[src/rtl/toki_video_pkg.sv]
`default_nettype none
// ============================================================================
// Module      : toki_video_pkg
// Description : Shared constants, FSM state type, tile-map entry layout and
//               line-buffer fill-pointer helpers for the BG layer renderers.
// Revision    : 1.0 - initial release
// ============================================================================
package toki_video_pkg;

    localparam int         TILE_W     = 16;
    localparam int         MAP_COLS   = 32;
    localparam logic [3:0] TRANSP_PIX = 4'hF;
    localparam int         LINE_W     = 256;

    typedef enum logic [2:0] {
        IDLE = 3'd0,
        MAP  = 3'd1,
        ROM  = 3'd2,
        WR   = 3'd3,
        NEXT = 3'd4
    } bg_fsm_t;

    typedef struct packed {
        logic [3:0]  pal;
        logic [11:0] code;
    } tile_entry_t;

    // Unflipped lines fill left to right, so the pointer is one past the
    // rightmost write. Flipped lines fill right to left, so it is the
    // leftmost write and starts at 256 (nothing rendered).
    function automatic logic [8:0] fill_ptr_next(input logic [8:0] ptr,
                                                 input logic [7:0] addr,
                                                 input logic       flip);
        logic [8:0] a;
        a = {1'b0, addr};
        if (flip)
            return (a < ptr) ? a : ptr;
        else
            return ((a + 9'd1) > ptr) ? (a + 9'd1) : ptr;
    endfunction

    function automatic logic fill_hit(input logic [8:0] ptr,
                                      input logic [7:0] addr,
                                      input logic       flip);
        if (flip)
            return ({1'b0, addr} >= ptr);
        else
            return ({1'b0, addr} < ptr);
    endfunction

endpackage
`default_nettype wire

[src/rtl/line_buf_2bank.sv]
`default_nettype none
// ============================================================================
// Module      : line_buf_2bank
// Description : Two 256x8 line banks. Rendering writes the back bank while the
//               mixer reads the front bank. Per-bank fill pointers make any
//               pixel not yet rendered read as transparent.
// Revision    : 1.0 - initial release
// ============================================================================
module line_buf_2bank
    import toki_video_pkg::*;
#(
    parameter logic [3:0] TRANSP = 4'hF
) (
    input  logic       clk,
    input  logic       rst,
    input  logic       i_swap,
    input  logic       i_flip,
    input  logic       i_wr_en,
    input  logic [7:0] i_wr_addr,
    input  logic [7:0] i_wr_data,
    input  logic [7:0] i_rd_addr,
    output logic [7:0] o_rd_data
);

    localparam logic [7:0] c_EMPTY = {4'hF, TRANSP};

    logic [7:0] r_mem0 [0:255];
    logic [7:0] r_mem1 [0:255];
    logic       r_front;
    logic [8:0] r_ptr0;
    logic [8:0] r_ptr1;
    logic       r_flip0;
    logic       r_flip1;

    logic [8:0] w_front_ptr;
    logic       w_front_flip;
    logic [7:0] w_front_pix;

    // Pixel writes always land in the back bank (the one not selected as front).
    always_ff @(posedge clk) begin
        if (i_wr_en) begin
            if (r_front)
                r_mem0[i_wr_addr] <= i_wr_data;
            else
                r_mem1[i_wr_addr] <= i_wr_data;
        end
    end

    // Bank select and fill pointers; the bank leaving the front is cleared on swap.
    always_ff @(posedge clk) begin
        if (rst) begin
            r_front <= 1'b0;
            r_ptr0  <= 9'd0;
            r_ptr1  <= 9'd0;
            r_flip0 <= 1'b0;
            r_flip1 <= 1'b0;
        end else if (i_swap) begin
            r_front <= ~r_front;
            if (r_front) begin
                r_ptr1  <= i_flip ? 9'd256 : 9'd0;
                r_flip1 <= i_flip;
            end else begin
                r_ptr0  <= i_flip ? 9'd256 : 9'd0;
                r_flip0 <= i_flip;
            end
        end else if (i_wr_en) begin
            if (r_front)
                r_ptr0 <= fill_ptr_next(r_ptr0, i_wr_addr, r_flip0);
            else
                r_ptr1 <= fill_ptr_next(r_ptr1, i_wr_addr, r_flip1);
        end
    end

    // Select the front bank's data and fill state for the read address.
    always_comb begin
        w_front_ptr  = r_front ? r_ptr1  : r_ptr0;
        w_front_flip = r_front ? r_flip1 : r_flip0;
        w_front_pix  = r_front ? r_mem1[i_rd_addr] : r_mem0[i_rd_addr];
    end

    // Registered read with the transparent override for unrendered pixels.
    always_ff @(posedge clk) begin
        if (rst)
            o_rd_data <= c_EMPTY;
        else if (fill_hit(w_front_ptr, i_rd_addr, w_front_flip))
            o_rd_data <= w_front_pix;
        else
            o_rd_data <= c_EMPTY;
    end

endmodule
`default_nettype wire

[src/rtl/bg_tile_line_renderer.sv]
`default_nettype none
// ============================================================================
// Module      : bg_tile_line_renderer
// Description : Scrolling 16x16-tile, 4bpp background line renderer for one
//               BG layer. Walks 17 tiles per line through the tile map and
//               gfx ROM and writes {palette,pixel} into a double-banked line
//               buffer read by the colour mixer.
//               Optional macro BG_FLIP_EN adds a 'flip' input that renders
//               the line vertically and horizontally mirrored.
// Revision    : 1.0 - initial release
// ============================================================================
module bg_tile_line_renderer
    import toki_video_pkg::*;
#(
    parameter logic [3:0] TRANSP = 4'hF,
    parameter int         LINE_W = 256
) (
    input  logic        clk,
    input  logic        rst,
    input  logic        line_start,
    input  logic [7:0]  line_number,
    input  logic [8:0]  scroll_x,
    input  logic [8:0]  scroll_y,
    output logic [9:0]  ram_addr,
    input  logic [15:0] ram_out,
    output logic [17:0] gfx_rom_addr,
    output logic        gfx_rom_cs,
    input  logic [15:0] gfx_rom_data,
    input  logic        gfx_rom_ok,
    input  logic [7:0]  line_buffer_addr,
    output logic [7:0]  line_buffer_out,
    output logic        busy
`ifdef BG_FLIP_EN
    ,
    input  logic        flip
`endif
);

    bg_fsm_t     r_state;
    logic [8:0]  r_y;
    logic [4:0]  r_colbase;
    logic [3:0]  r_fine;
    logic        r_flip;
    logic [4:0]  r_n;
    logic [1:0]  r_w;
    logic [1:0]  r_p;
    logic        r_map_ph;
    logic        r_fresh;
    tile_entry_t r_tile;
    logic [15:0] r_data;

    logic        w_flip;
    logic [8:0]  w_y;
    logic [9:0]  w_x;
    logic [15:0] w_shift;
    logic [4:0]  w_col_next;
    logic        w_wr_en;
    logic [7:0]  w_wr_addr;

`ifdef BG_FLIP_EN
    assign w_flip = flip;
`else
    assign w_flip = 1'b0;
`endif

    // Line geometry: source row, screen x of the current pixel, pixel nibble.
    always_comb begin
        w_y        = {1'b0, (w_flip ? ~line_number : line_number)} + scroll_y;
        w_x        = {1'b0, r_n, r_w, r_p} - {6'd0, r_fine};
        w_shift    = r_data << {r_p, 2'b00};
        w_col_next = r_colbase + r_n + 5'd1;
        w_wr_en    = (r_state == WR) && !line_start && (w_x < 10'(LINE_W));
        w_wr_addr  = r_flip ? ~w_x[7:0] : w_x[7:0];
    end

    // Render sequencer: map fetch, ROM word fetch, 4 pixel writes per word.
    always_ff @(posedge clk) begin
        if (rst) begin
            r_state      <= IDLE;
            r_y          <= 9'd0;
            r_colbase    <= 5'd0;
            r_fine       <= 4'd0;
            r_flip       <= 1'b0;
            r_n          <= 5'd0;
            r_w          <= 2'd0;
            r_p          <= 2'd0;
            r_map_ph     <= 1'b0;
            r_fresh      <= 1'b0;
            r_tile       <= '0;
            r_data       <= 16'd0;
            ram_addr     <= 10'd0;
            gfx_rom_addr <= 18'd0;
            gfx_rom_cs   <= 1'b0;
            busy         <= 1'b0;
        end else if (line_start) begin
            // Restart from any state; an outstanding ROM request is abandoned.
            r_y        <= w_y;
            r_colbase  <= scroll_x[8:4];
            r_fine     <= scroll_x[3:0];
            r_flip     <= w_flip;
            r_n        <= 5'd0;
            r_w        <= 2'd0;
            r_p        <= 2'd0;
            r_map_ph   <= 1'b0;
            r_fresh    <= 1'b0;
            ram_addr   <= {w_y[8:4], scroll_x[8:4]};
            gfx_rom_cs <= 1'b0;
            busy       <= 1'b1;
            r_state    <= MAP;
        end else begin
            case (r_state)
                IDLE: ;
                MAP: begin
                    // First cycle lets the RAM register the address.
                    if (!r_map_ph) begin
                        r_map_ph <= 1'b1;
                    end else begin
                        r_map_ph     <= 1'b0;
                        r_tile       <= tile_entry_t'(ram_out);
                        gfx_rom_addr <= {ram_out[11:0], r_y[3:0], 2'd0};
                        gfx_rom_cs   <= 1'b1;
                        r_fresh      <= 1'b1;
                        r_w          <= 2'd0;
                        r_state      <= ROM;
                    end
                end
                ROM: begin
                    // ok in the cycle right after an address change belongs
                    // to the previous address and is ignored.
                    if (r_fresh) begin
                        r_fresh <= 1'b0;
                    end else if (gfx_rom_ok) begin
                        r_data     <= gfx_rom_data;
                        gfx_rom_cs <= 1'b0;
                        r_p        <= 2'd0;
                        r_state    <= WR;
                    end
                end
                WR: begin
                    r_p <= r_p + 2'd1;
                    if (r_p == 2'd3)
                        r_state <= NEXT;
                end
                NEXT: begin
                    if (r_w == 2'd3) begin
                        if (r_n == 5'd16) begin
                            busy    <= 1'b0;
                            r_state <= IDLE;
                        end else begin
                            r_n      <= r_n + 5'd1;
                            ram_addr <= {r_y[8:4], w_col_next};
                            r_map_ph <= 1'b0;
                            r_state  <= MAP;
                        end
                    end else begin
                        r_w          <= r_w + 2'd1;
                        gfx_rom_addr <= {r_tile.code, r_y[3:0], r_w + 2'd1};
                        gfx_rom_cs   <= 1'b1;
                        r_fresh      <= 1'b1;
                        r_state      <= ROM;
                    end
                end
                default: r_state <= IDLE;
            endcase
        end
    end

    line_buf_2bank #(
        .TRANSP (TRANSP)
    ) u_line_buf (
        .clk       (clk),
        .rst       (rst),
        .i_swap    (line_start),
        .i_flip    (w_flip),
        .i_wr_en   (w_wr_en),
        .i_wr_addr (w_wr_addr),
        .i_wr_data ({r_tile.pal, w_shift[15:12]}),
        .i_rd_addr (line_buffer_addr),
        .o_rd_data (line_buffer_out)
    );

endmodule
`default_nettype wire

[config.mk]
export PLATFORM = sky130hd
export DESIGN_NAME = bg_tile_line_renderer
export DESIGN_NICKNAME = d
export VERILOG_FILES = /design/src/rtl/toki_video_pkg.sv /design/src/rtl/line_buf_2bank.sv /design/src/rtl/bg_tile_line_renderer.sv
export SDC_FILE = /design/constraint.sdc
export NUM_CORES = 2
export LEC_CHECK = 0
export BUFFER_PORTS_ARGS = -buffer_cell sky130_fd_sc_hd__buf_4
export CORE_MARGIN = 8
export CORE_UTILIZATION = 30
export DETAILED_ROUTE_END_ITERATION = 7
export PLACE_DENSITY = 0.49
export SYNTH_ARGS = -nofsm -noshare
export SYNTH_HDL_FRONTEND = slang
export SYNTH_HIERARCHICAL = 1
export SYNTH_SLANG_ARGS = --single-unit
[constraint.sdc]
create_clock -name clk -period 11.36 [get_ports clk]
set_input_delay 0.568 -clock clk [delete_from_list [all_inputs] [get_ports clk]]
set_output_delay 0.568 -clock clk [all_outputs]
set_load 0.1 [all_outputs]
# After elaboration in Yosys (flattened, before gate mapping)

Memories as Yosys holds them, arrays and structs flattened.
Index checks and enable logic that the tools add are counted.

Input port bits: 70
Memories: 2
Memory bits (read-only): 0
Memory bits (writable): 4096
Flip-flop bits (word level): 121
Logic and storage cells: 150
Bits in latches: 0
Output and inout port bits: 38

Memories:

| memory            | words | bits a word | read ports | clocked after memory_dff | wr ports | line                 | source |
|---|---|---|---|---|---|---|---|
| u_line_buf.r_mem0 | 256   | 8           | 1          | 0                        | 1        | line_buf_2bank.sv:27 | `logic [7:0] r_mem0 [0:255];` |
| u_line_buf.r_mem1 | 256   | 8           | 1          | 0                        | 1        | line_buf_2bank.sv:28 | `logic [7:0] r_mem1 [0:255];` |

Add/sub/neg operators: 8
$mul: 0
Muxes and demuxes: 54
Reductions and logical operators: 31
Shifts and indexed selects: 1
$lt $le $gt $ge: 4
Div/mod/pow operators: 0
Eq/ne operators: 23
Bitwise logic cells: 6

Operator list:

| cell                | count |
|---|---|
| $mux 9              | 11 |
| $mux 10             | 4 |
| $mux 18             | 2 |
| $pmux 18 s2         | 1 |
| $reduce_and 3->1    | 8 |
| $mux 1              | 20 |
| $ne 2x2->1 const B  | 10 |
| $gt 9x9->1          | 2 |
| $reduce_bool 2->1   | 9 |
| $reduce_and 4->1    | 4 |
| $shl 16x4->16       | 1 |
| $mux 3              | 5 |
| $pmux 3 s5          | 1 |
| $reduce_and 5->1    | 3 |
| $add 5x1->5 const B | 2 |
| $lt 10x9->1 const B | 1 |
| $sub 9x4->10        | 1 |
| $add 8x1->9 const B | 1 |
| $add 8x9->9         | 1 |
| $lt 8x9->1          | 1 |
| $ne 3x3->1 const B  | 3 |
| $mux 2              | 4 |
| $mux 8              | 1 |
| $pmux 2 s2          | 2 |
| 17 further kinds    | 29 |

# Longest topological paths before layout

Depth after elaboration: 7
Depth in mapped cells: 20
Gate-level depth less buffers: 19

# Hierarchy

Netlist, hierarchy kept.

Modules (own cells, without submodules):

| module                | times used | seq. area each (sq um) | cells an instance | area each (sq um) |
|---|---|---|---|---|
| line_buf_2bank        | 1          | 123578.5               | 7913              | 161955.3 |
| bg_tile_line_renderer | 1          | 1881.8                 | 479               | 4598.2 |

# Worst setup path after synthesis

No wires, ideal clock.

Path kind: flip-flop to flip-flop
Start: reg r_tile[12] in the netlist's numbering
End: mem u_line_buf.r_mem0[0][4] (data pin)
Buffers on the path: 0
Clock period less this slack: 8.023 ns
Stages on the path, launching flop included: 1
Library setup time: 1.509 ns
Data arrival time: 6.514 ns
Data required time: 9.851 ns
Setup slack: 3.337 ns
Cells stage by stage: dfxtp_1

RTL lines:

| element                | line                         | source |
|---|---|---|
| start, declared        | bg_tile_line_renderer.sv:49  | `tile_entry_t r_tile;` |
| start signal, assigned | bg_tile_line_renderer.sv:119 | `r_tile <= tile_entry_t'(ram_out);` |
| end, declared          | line_buf_2bank.sv:27         |  |

Straight into the memory's write port.

# Worst setup path in the final report

Start: reg r_p[0]
End: reg u_line_buf.r_ptr0[1]

Longest elaborated chain between the ends: 6
Elaborated cells on any way between the ends: 12
Classes of those cells: 2 x add/sub; 2 x order compare; 4 x mux; 4 x reduce/logical

RTL lines:

| element                                                             | line                         | source |
|---|---|---|
| start, declared                                                     | bg_tile_line_renderer.sv:46  | `logic [1:0] r_p;` |
| start signal, assigned                                              | bg_tile_line_renderer.sv:140 | `r_p <= r_p + 2'd1;` |
| $sub 9x4->10 *                                                      | bg_tile_line_renderer.sv:69  | `w_x = {1'b0, r_n, r_w, r_p} - {6'd0, r_fine};` |
| via w_wr_addr[1]                                                    | bg_tile_line_renderer.sv:58  | `logic [7:0] w_wr_addr;` |
| parallel branches: the longest is 5 deep, another holds $add 8x1->9 | --                           |  |
| end signal, assigned                                                | line_buf_2bank.sv:63         | `r_ptr0 <= i_flip ? 9'd256 : 9'd0;` |
| end signal, assigned                                                | line_buf_2bank.sv:68         | `r_ptr0 <= fill_ptr_next(r_ptr0, i_wr_addr, r_flip0);` |
| end, declared                                                       | line_buf_2bank.sv:30         | `logic [8:0] r_ptr0;` |

Mark *: on every way through the listed nets, which the timed path passes. The select of a mux whose other input is x is not followed.
A chain may end at the register's enable or synchronous reset.

==> qor.yml <==
place_hpwl_mm: 281.5
tns_ns: 0
cp.required_ns: 12.21
synth_seq_area_share: 0.7533
grt_pass1_vias: 85454
core_area_mm2: 0.5530
crit_type: "reg2reg"
whs_ns: 0.1057
synth_cells: 8392
num_io_pins: 108
synth_top_area_frac: 0.7385
final_common_cell: "edfxtp_1"
synth.distinct_cells: 100
grt_max_degree: 188
insertion_delay_ns: 1.01
synth_area_mm2: 0.1666
r2r-end: "u_line_buf/r_ptr0[1]"
ys_ff_latch: 4219
internal_power_mw: 25.10
cts_tree: "built"
slew_headroom: 0.01399
root_buffer: "clkbuf_16"
clk_path_buf_depth: 4
grt_first_pass_wirelength_mm: 654.5
clkPwrFrac: 0.436
crit_path_end_kind: "flop"
outcome: "finished clean"
hold_start: "scroll_y[2]"
ant_nets: 0
leakage_nw: 59.46
yosys-top-cells-area: "edfxtp_1 (74%), mux4_2 (8.7%), mux2i_1 (4.0%), mux4_1 (1.6%), dfxtp_1 (1.5%)"
fin_total_pwr_mw: 31.95
slew_viol_final: 0
finalHoldViolCount: 0
antenna_found_initial: 34
dp_slack_ns: 5.668
place_congestion: 0.7967
ys.flop_type: "edfxtp_1"
drt-initial-drc-count: 8604
drt-vias-per-instance: 5.143
setup_viol: 0
synthArstFlopShare: 0
routed-via-count: 83938
switching_power_mw: 6.852
wirelength_mm: 466.3
irDropWorstVdd_mv: 0.1373
numClockSinks: 4219
die_y_um: 761.1
max_clock_freq_mhz: 181.8
layout-drive-gt1-share: 0.1889
layout_common_cells: "edfxtp_1 (4096), mux2i_1 (671), nor2_1 (654), mux4_2 (642), clkbuf_16 (432)"
clock_skew_ns: 0.06262
min_period_over_period: 0.4842
clk_pin_slew_worst_paths_ns: 0.06
seqPwrFrac: 0.528
tightest_slew_ns: 1.479
fin_ws_ns: 5.860
die-area_mm2: 0.5793
hold_path_depth: 4
wire_per_inst_um: 28.57
arrival_ns: 6.35
reg2reg_from: "r_p[0]"
finalCriticalPeriod_ns: 5.500
area_growth_pct: 13.56
synth-edff-count: 4096
cts_buffers: 430
initial_core_util: 0.3012
grt_use_total: 0.1540
synth_top_cell_by_area: "edfxtp_1"
p_sw_frac: 0.2145
yosysWarnings: 6
first_pass_iters: 6
nNetsFinal: 8810
reg2reg_depth: 14
reg2reg_slack_ns: 5.86
fp.dieW_um: 761.1
route.detailed.drc: 0
nFillCells: 51337
post_cts_resized: 0
portBuffers: 107
avgSynthCellArea_um2: 19.85
rsz0062_at_grt: "false"
grt_overflow_total: 0
core.rowCount: 273
power.density_mw_per_mm2: 168.9
max-cap-violations: 0
min_path_type: "in2reg"
cp_max_fo: 11
cts_max_level: 5
comb_power_share: 0.037
start_kind: "flop"
min_to: "r_y[2]"
metrics by stage:
stage | area (um^2) | utilization | std cells
after floorplan | 166600 | - | 8395
after global placement | 174700 | 0.3159 | 15465
after detailed placement | 174800 | 0.3161 | 15471
after CTS | 189100 | 0.3420 | 16309
after global routing | 189100 | 0.3420 | 16313
final | 189100 | 0.3420 | 16320
flip-flops by register name, indices dropped and copies added (netlist names):
register,flops
busy,1
gfx_rom_addr,18
gfx_rom_cs,1
r_colbase,5
r_data,16
r_fine,4
r_fresh,1
r_map_ph,1
r_n,5
r_p,2
r_state,3
r_tile,16
r_w,2
r_y,9
ram_addr,10
u_line_buf/o_rd_data,8
u_line_buf/r_flip0,1
u_line_buf/r_flip1,1
u_line_buf/r_front,1
u_line_buf/r_mem0,2048
u_line_buf/r_mem1,2048
u_line_buf/r_ptr0,9
u_line_buf/r_ptr1,9
layout make-up:
class,instances,area (um^2),share of cell area
clock buffer,504,11080,0.05859
timing repair buffer,362,3159,0.01670
sequential,4219,125500,0.6634
inverter,39,146.4,0.0007740
clock inverter,279,2689,0.01422
antenna,11,27.53,0.0001455
multi-input combinational,3619,37440,0.1979
tap,7287,9117,0.04821
worst max-delay path by stage:
stage / startpoint / end / slack, ns / depth (start not counted)
finish: r_p[0] / u_line_buf/r_ptr0[1] / 5.86 / 14
detailed placement: line_buffer_addr[1] / u_line_buf/o_rd_data[7] / 5.67 / 11
global placement: line_buffer_addr[1] / u_line_buf/o_rd_data[6] / 4.91 / 9
CTS: r_p[0] / u_line_buf/r_ptr0[1] / 5.91 / 14
global route: r_p[0] / u_line_buf/r_ptr0[1] / 5.58 / 14
floorplan: r_tile[12] / u_line_buf/r_mem0[0][4] / 3.34 / 0
timing repair:
| item | in CTS | in global routing |
|---|---|---|
| hold endpoints to repair | 79 | 0 |
| buffers inserted | 0 | 0 |
| hold buffers | 55 | 0 |
synthesized netlist by cell type, types with 69 or more instances:
library cell	number
a221oi_1	69
mux4_2	646
buf_2	105
clkbuf_1	186
nor2_1	656
nand2_1	132
o22ai_1	300
nor4_1	74
nor3_1	91
mux2i_1	671
buf_6	84
a22o_1	90
dfxtp_1	123
a21oi_1	103
edfxtp_1	4096
a22oi_1	108
mux4_1	101
routing by layer:
metal  part of all wire  vias up  global-route usage
li1                   -    35227                   -
met2               0.48     3103              0.2520
met1               0.43    45034              0.2148
met5           0.000028        -                   0
met3              0.067      572             0.02590
met4              0.023        2             0.03584
critical path, cell delays in order (launching register included):
cell and delay [ns]:
dfxtp_1 0.42, inv_1 0.10, ha_1 0.14, inv_1 0.06, fa_1 0.70, ha_1 0.82
and3_1 0.30, nand3_1 0.42, xnor2_1 0.43, ha_1 0.30, nor2b_1 0.13, o311ai_0 0.35
a21oi_1 0.30, nor2_1 0.49, mux2_2 0.40
power by group through the flow:
stage | registers, mW | clock network, mW | logic [mW]
global placement | 17.2 | 0 | 1.17
floorplan | 17.2 | 0 | 0.729
detailed placement | 17.2 | 0 | 1.17
finish | 16.9 | 13.9 | 1.18
global route | 16.8 | 14.8 | 1.24
CTS | 16.9 | 14.2 | 1.19
cells by family after synthesis:
family,synth area share
other cells,0.00002252
flops,0.7533
fa+ha+maj,0.005319
mux,0.1477
compound gates,0.03736
buf+inv,0.02341
xor+xnor,0.001630
simple gates,0.03125
No activity file was read; power rests on OpenSTA's default activity.
